$ cat src/rtl/mem_arbiter_if.sv
// ============================================================================
// mem_arbiter_if : requester and RAM-side bus of the two-port memory arbiter
// Rev 1.0
// ============================================================================
`default_nettype none

interface mem_arbiter_if #(
  parameter int ADDR_W = 10,
  parameter int DATA_W = 32
);
  logic              req0;
  logic              we0;
  logic [ADDR_W-1:0] addr0;
  logic [DATA_W-1:0] wdata0;
  logic              gnt0;
  logic              rvalid0;
  logic [DATA_W-1:0] rdata0;

  logic              req1;
  logic              we1;
  logic [ADDR_W-1:0] addr1;
  logic [DATA_W-1:0] wdata1;
  logic              gnt1;
  logic              rvalid1;
  logic [DATA_W-1:0] rdata1;

  logic [ADDR_W-1:0] ram_addr;
  logic [DATA_W-1:0] ram_din;
  logic              ram_we;
  logic [DATA_W-1:0] ram_dout;
  logic              busy;

  // Requesters and the RAM instance together form the environment side.
  modport master (
    output req0, we0, addr0, wdata0,
    output req1, we1, addr1, wdata1,
    output ram_dout,
    input  gnt0, rvalid0, rdata0,
    input  gnt1, rvalid1, rdata1,
    input  ram_addr, ram_din, ram_we, busy
  );

  modport slave (
    input  req0, we0, addr0, wdata0,
    input  req1, we1, addr1, wdata1,
    input  ram_dout,
    output gnt0, rvalid0, rdata0,
    output gnt1, rvalid1, rdata1,
    output ram_addr, ram_din, ram_we, busy
  );
endinterface

`default_nettype wire

$ cat src/rtl/mem_arbiter.sv
// ============================================================================
// mem_arbiter : round-robin two-port arbiter for a single-port word RAM
// Rev 1.0
// ============================================================================
`default_nettype none

module mem_arbiter #(
  parameter int ADDR_W = 10,
  parameter int DATA_W = 32,
  parameter int RD_LAT = 2   // legal range 1..7
) (
  input  logic         clk,
  input  logic         rst,
  mem_arbiter_if.slave bus
);

  typedef enum logic [0:0] {
    IDLE    = 1'b0,
    RD_WAIT = 1'b1
  } state_t;

  localparam logic [2:0] c_CNT_LOAD = 3'(RD_LAT - 1);

  state_t            r_state,   w_state_nxt;
  logic [2:0]        r_cnt,     w_cnt_nxt;
  logic              r_rd_port, w_rd_port_nxt;
  logic              r_last,    w_last_nxt;
  logic [ADDR_W-1:0] r_addr,    w_addr_nxt;
  logic [DATA_W-1:0] r_din,     w_din_nxt;

  logic              w_rd_done;
  logic              w_can_grant;
  logic              w_gnt0;
  logic              w_gnt1;
  logic              w_grant;
  logic              w_gnt_we;
  logic [ADDR_W-1:0] w_gnt_addr;
  logic [DATA_W-1:0] w_gnt_din;

  always_ff @(posedge clk or posedge rst) begin
    if (rst) begin
      r_state   <= IDLE;
      r_cnt     <= 3'd0;
      r_rd_port <= 1'b0;
      r_last    <= 1'b1;
      r_addr    <= '0;
      r_din     <= '0;
    end else begin
      r_state   <= w_state_nxt;
      r_cnt     <= w_cnt_nxt;
      r_rd_port <= w_rd_port_nxt;
      r_last    <= w_last_nxt;
      r_addr    <= w_addr_nxt;
      r_din     <= w_din_nxt;
    end
  end

  always_comb begin
    w_rd_done   = (r_state == RD_WAIT) && (r_cnt == 3'd0);
    // Reset is folded in so every output reads zero while rst is high.
    w_can_grant = !rst && ((r_state == IDLE) || w_rd_done);

    w_gnt0 = 1'b0;
    w_gnt1 = 1'b0;
    if (w_can_grant) begin
      if (bus.req0 && bus.req1) begin
        w_gnt0 = r_last;
        w_gnt1 = !r_last;
      end else begin
        w_gnt0 = bus.req0;
        w_gnt1 = bus.req1;
      end
    end

    w_grant    = w_gnt0 | w_gnt1;
    w_gnt_we   = w_gnt1 ? bus.we1    : bus.we0;
    w_gnt_addr = w_gnt1 ? bus.addr1  : bus.addr0;
    w_gnt_din  = w_gnt1 ? bus.wdata1 : bus.wdata0;

    w_state_nxt   = r_state;
    w_cnt_nxt     = r_cnt;
    w_rd_port_nxt = r_rd_port;
    w_last_nxt    = r_last;
    w_addr_nxt    = r_addr;
    w_din_nxt     = r_din;

    if (r_state == RD_WAIT) begin
      if (r_cnt != 3'd0) begin
        w_cnt_nxt = r_cnt - 3'd1;
      end else begin
        w_state_nxt = IDLE;
      end
    end

    // A read granted on the final wait cycle re-enters RD_WAIT seamlessly.
    if (w_grant) begin
      w_last_nxt = w_gnt1;
      w_addr_nxt = w_gnt_addr;
      w_din_nxt  = w_gnt_din;
      if (!w_gnt_we) begin
        w_state_nxt   = RD_WAIT;
        w_cnt_nxt     = c_CNT_LOAD;
        w_rd_port_nxt = w_gnt1;
      end
    end
  end

  assign bus.gnt0     = w_gnt0;
  assign bus.gnt1     = w_gnt1;
  assign bus.ram_we   = w_grant & w_gnt_we;
  assign bus.ram_addr = w_grant ? w_gnt_addr : r_addr;
  assign bus.ram_din  = w_grant ? w_gnt_din  : r_din;
  assign bus.busy     = (r_state == RD_WAIT);

  assign bus.rvalid0  = w_rd_done & !r_rd_port;
  assign bus.rvalid1  = w_rd_done &  r_rd_port;
  assign bus.rdata0   = bus.rvalid0 ? bus.ram_dout : '0;
  assign bus.rdata1   = bus.rvalid1 ? bus.ram_dout : '0;

endmodule

`default_nettype wire
$ cat src/flat_wrapper.sv
// flat-port wrapper written by rule: the top's interface ports become plain ports
module mem_arbiter_flat 
#(
  parameter int ADDR_W = 10,
  parameter int DATA_W = 32,
  parameter int RD_LAT = 2                      
)
  (clk, rst, bus_req0, bus_we0, bus_addr0, bus_wdata0, bus_req1, bus_we1, bus_addr1, bus_wdata1, bus_ram_dout, bus_gnt0, bus_rvalid0, bus_rdata0, bus_gnt1, bus_rvalid1, bus_rdata1, bus_ram_addr, bus_ram_din, bus_ram_we, bus_busy);
  mem_arbiter_if #(.ADDR_W(ADDR_W), .DATA_W(DATA_W)) bus_i ();
  input  logic clk;
  input  logic rst;
  input wire logic [$bits(bus_i.req0)-1:0] bus_req0;
  input wire logic [$bits(bus_i.we0)-1:0] bus_we0;
  input wire logic [$bits(bus_i.addr0)-1:0] bus_addr0;
  input wire logic [$bits(bus_i.wdata0)-1:0] bus_wdata0;
  input wire logic [$bits(bus_i.req1)-1:0] bus_req1;
  input wire logic [$bits(bus_i.we1)-1:0] bus_we1;
  input wire logic [$bits(bus_i.addr1)-1:0] bus_addr1;
  input wire logic [$bits(bus_i.wdata1)-1:0] bus_wdata1;
  input wire logic [$bits(bus_i.ram_dout)-1:0] bus_ram_dout;
  output wire logic [$bits(bus_i.gnt0)-1:0] bus_gnt0;
  output wire logic [$bits(bus_i.rvalid0)-1:0] bus_rvalid0;
  output wire logic [$bits(bus_i.rdata0)-1:0] bus_rdata0;
  output wire logic [$bits(bus_i.gnt1)-1:0] bus_gnt1;
  output wire logic [$bits(bus_i.rvalid1)-1:0] bus_rvalid1;
  output wire logic [$bits(bus_i.rdata1)-1:0] bus_rdata1;
  output wire logic [$bits(bus_i.ram_addr)-1:0] bus_ram_addr;
  output wire logic [$bits(bus_i.ram_din)-1:0] bus_ram_din;
  output wire logic [$bits(bus_i.ram_we)-1:0] bus_ram_we;
  output wire logic [$bits(bus_i.busy)-1:0] bus_busy;
  assign bus_i.req0 = bus_req0;
  assign bus_i.we0 = bus_we0;
  assign bus_i.addr0 = bus_addr0;
  assign bus_i.wdata0 = bus_wdata0;
  assign bus_i.req1 = bus_req1;
  assign bus_i.we1 = bus_we1;
  assign bus_i.addr1 = bus_addr1;
  assign bus_i.wdata1 = bus_wdata1;
  assign bus_i.ram_dout = bus_ram_dout;
  assign bus_gnt0 = bus_i.gnt0;
  assign bus_rvalid0 = bus_i.rvalid0;
  assign bus_rdata0 = bus_i.rdata0;
  assign bus_gnt1 = bus_i.gnt1;
  assign bus_rvalid1 = bus_i.rvalid1;
  assign bus_rdata1 = bus_i.rdata1;
  assign bus_ram_addr = bus_i.ram_addr;
  assign bus_ram_din = bus_i.ram_din;
  assign bus_ram_we = bus_i.ram_we;
  assign bus_busy = bus_i.busy;
  mem_arbiter #(.ADDR_W(ADDR_W), .DATA_W(DATA_W), .RD_LAT(RD_LAT)) u_core (.clk(clk), .rst(rst), .bus(bus_i));
endmodule
$ cat config.mk
export PLATFORM = sky130hd
export DESIGN_NAME = mem_arbiter_flat
export DESIGN_NICKNAME = d
export VERILOG_FILES = /design/src/rtl/mem_arbiter_if.sv /design/src/rtl/mem_arbiter.sv /design/src/flat_wrapper.sv
export SDC_FILE = /design/constraint.sdc
export NUM_CORES = 1
export LEC_CHECK = 0
export CAP_MARGIN = 20
export CORE_MARGIN = 3
export CORE_UTILIZATION = 35
export DETAILED_ROUTE_END_ITERATION = 8
export PLACE_DENSITY = 0.88
export SLEW_MARGIN = 20
export SYNTH_ARGS = -nofsm -noshare
export SYNTH_HDL_FRONTEND = slang
export SYNTH_SLANG_ARGS = --single-unit
$ cat constraint.sdc
create_clock -name clk -period 7 [get_ports clk]
set_clock_uncertainty 0.1 [all_clocks]
set_input_delay 1.05 -clock clk [delete_from_list [all_inputs] [get_ports clk]]
set_output_delay 1.05 -clock clk [all_outputs]
set_load 0.005 [all_outputs]
==> impl_metrics.toml <==
[logic_synthesis]
synth.avg_cell_area_um2 = 8.95
yosysWarnings = 0
synth_top_area_frac = 0.434
seq_area_frac_synth = 0.443
syn_nets = 427
syn_area_um2 = 2710
ys_seq_elements = 48
yosysUniqueCellTypes = 30
synth_cells = 303
synth_area_leaders = "dfrtp_1, and2_1, a221oi_1"
synth_top_cell_by_area = "dfrtp_1"

[layout]
drive_gt1_frac = 0.0456
regArea_um2 = 1200
num-nets-final = 649
diodes = 0
layout-area-overhead-vs-synth_pct = 92.3
multi_input_area_um2 = 1360
fin_cells = 625
nFillCells = 585

[drt]
ant_nets = 0
viasPerCell = 4.95
drt_first_iter_violations = 79
drt-pass1-iter-count = 4
dr_total_vias = 3091
wire_per_inst_um = 16.5
drcViolationCount = 0
totalWireLength_mm = 10.3

[placed_design]
place_inst = 615
io_buffers = 233
gp_congestion = 0.856
pre_cts_slack_ns = 2.22
place_hpwl_mm = 8.14

[critical_path]
critPathMaxFanout = 35
required_ns = 5.85
critPathKind = "in -> out"
endpoint_kind = "output port"
slowest_delay_ns = 0.55
critPathLaunchType = "primary input"
slowest_stage = "clkdlybuf4s50_1"
arrival_ns = 3.54
crit_path_cell_trace = "clkdlybuf4s50_1, inv_2, o211a_1, buf_4, nor2_1, nor2_1, clkdlybuf4s50_1"

[clock_network]
cts.path.max_buffers = 2
cts_buffers = 5
htreeDepth = 2
clock_sinks = 48
cts_hold_buf = 0
cts_tree = "yes"
post_cts_buffers = 0
clk_pin_slew_worst_paths_ns = 0.08
worstSkewPairLatency_ns = 0.29
root_buffer = "clkbuf_8"
cts_resized = 0

[timing]
finalHoldViolations = 0
tightest_slew_ns = 0.829
fin_ws_ns = 2.31
drv_slew = 0
rsz0062_at_grt = "no"
max_clock_freq_mhz = 213
fin_crit_ns = 4.69
tns_ns = 0
min_period_over_period = 0.670
max-slew-margin-rel = 0.447
setup_viol = 0

[grt]
grt_max_degree = 48
globalRouteTotalUtil = 0.224
grt-ovfl-total = 0
grt_pass1_vias = 3070
antenna_found_initial = 0
grt_pass1_wl_mm = 15.6

[worst_hold_path]
min_path_type = "reg -> reg"

[floorplan]
num_rows = 31
start_util = 0.368
fp.dieArea_um2 = 8840
die_h_um = 94.0
die_width_um = 94.0
ioPinCount = 234
coreArea_um2 = 7370

[pwr]
power_leakage_nw = 2.05
ir_worst_vdd_mv = 0.203
total_power_mw = 1.45
powerDensity_nw_per_um2 = 279

[status]
status = "complete, no violations"

[job]
cap_violations = 0
## cell usage after synthesis (all sizes together)
master,instances
a21boi,1
a21oi,6
a221o,1
a221oi,43
a311oi,1
a31oi,1
and2,64
and2b,1
and3,1
buf,19
clkbuf,5
dfrtp,47
dfstp,1
ha,2
inv,6
nand2,7
nand2b,1
nand3,2
nand3b,1
nor2,85
nor3,2
o211a,1
o211ai,2
o21ai,1
or2,1
xnor2,1
## placed cells by master (no fill, tap or decap), types with 2 or more instances in the layout
master / n
clkinv_2: 2
nor2_1: 85
ha_1: 2
clkdlybuf4s50_1: 233
inv_2: 2
dfrtp_1: 47
buf_16: 2
nand3_1: 2
and2_1: 64
nand2_1: 7
buf_4: 4
o211ai_4: 2
clkbuf_8: 6
inv_1: 4
a21oi_1: 6
a221oi_1: 42
## stage by stage
stage | area [um^2] | util | hold WS, ns
after global routing | 5210 | 0.707 | 0.447
after floorplan | 2710 | - | 0.411
after global placement | 5070 | 0.687 | 0.391
after CTS | 5160 | 0.700 | 0.427
final | 5210 | 0.707 | 0.425
after detailed placement | 5070 | 0.687 | 0.399
## critical path, delay by kind of cell
| family | cells | cell delay (ns) |
|---|---|---|
| compound gates | 1 | 0.40 |
| simple gates | 2 | 0.22 |
| buf+inv | 4 | 1.84 |
## per-layer routing
| metal | up-vias | share of wire | GRT usage |
|---|---|---|---|
| li1 | 1490 | - | - |
| met1 | 1443 | 0.37 | 0.256 |
| met2 | 149 | 0.52 | 0.404 |
| met3 | 9 | 0.10 | 0.0817 |
| met4 | 0 | 0.010 | 0.0385 |
| met5 | - | 0 | 0 |
## registers in the layout (all words and copies together) (netlist names)
register,cells
u_core.bus.busy,1
u_core.r_cnt,3
u_core.r_addr,10
u_core.r_last,1
u_core.r_din,32
u_core.r_rd_port,1
## final timing paths
check	from	end	slack, ns	cells after the start
worst max-delay path	rst	bus_ram_din[20]	2.31	7
worst min-delay path	u_core.r_din[17]	u_core.r_din[17]	0.43	2
worst max register to register	u_core.r_cnt[0]	u_core.r_cnt[1]	4.81	7
worst min register to register	u_core.r_din[17]	u_core.r_din[17]	0.43	2
max in group asynchronous	rst	u_core.r_addr[1]	4.97	3
min in group asynchronous	rst	u_core.r_din[19]	1.08	2
## power breakdown
| part | total, mW | internal, mW | leakage [nW] | switching [mW] |
|---|---|---|---|---|
| Combinational | 0.828 | 0.465 | 1.48 | 0.363 |
| Clock | 0.167 | 0.0789 | 0.0510 | 0.0878 |
| Sequential | 0.458 | 0.408 | 0.524 | 0.0499 |
| Total | 1.45 | 0.952 | 2.05 | 0.501 |
## layout make-up
type	instances	share of cell area
Clock inverter	2	0.00192
Tap cell	99	0.0238
Multi-Input combinational cell	225	0.260
Inverter	6	0.00432
Sequential cell	48	0.231
Timing Repair Buffer	239	0.464
Clock buffer	6	0.0158
## cell families after synthesis
logic type,count (synthesis),synth area share
compound gates,57,0.187
xor+xnor,1,0.00323
fa+ha+maj,2,0.00923
buf+inv,30,0.0595
flops,48,0.443
simple gates,165,0.298
(Power assumes the default switching activity.)
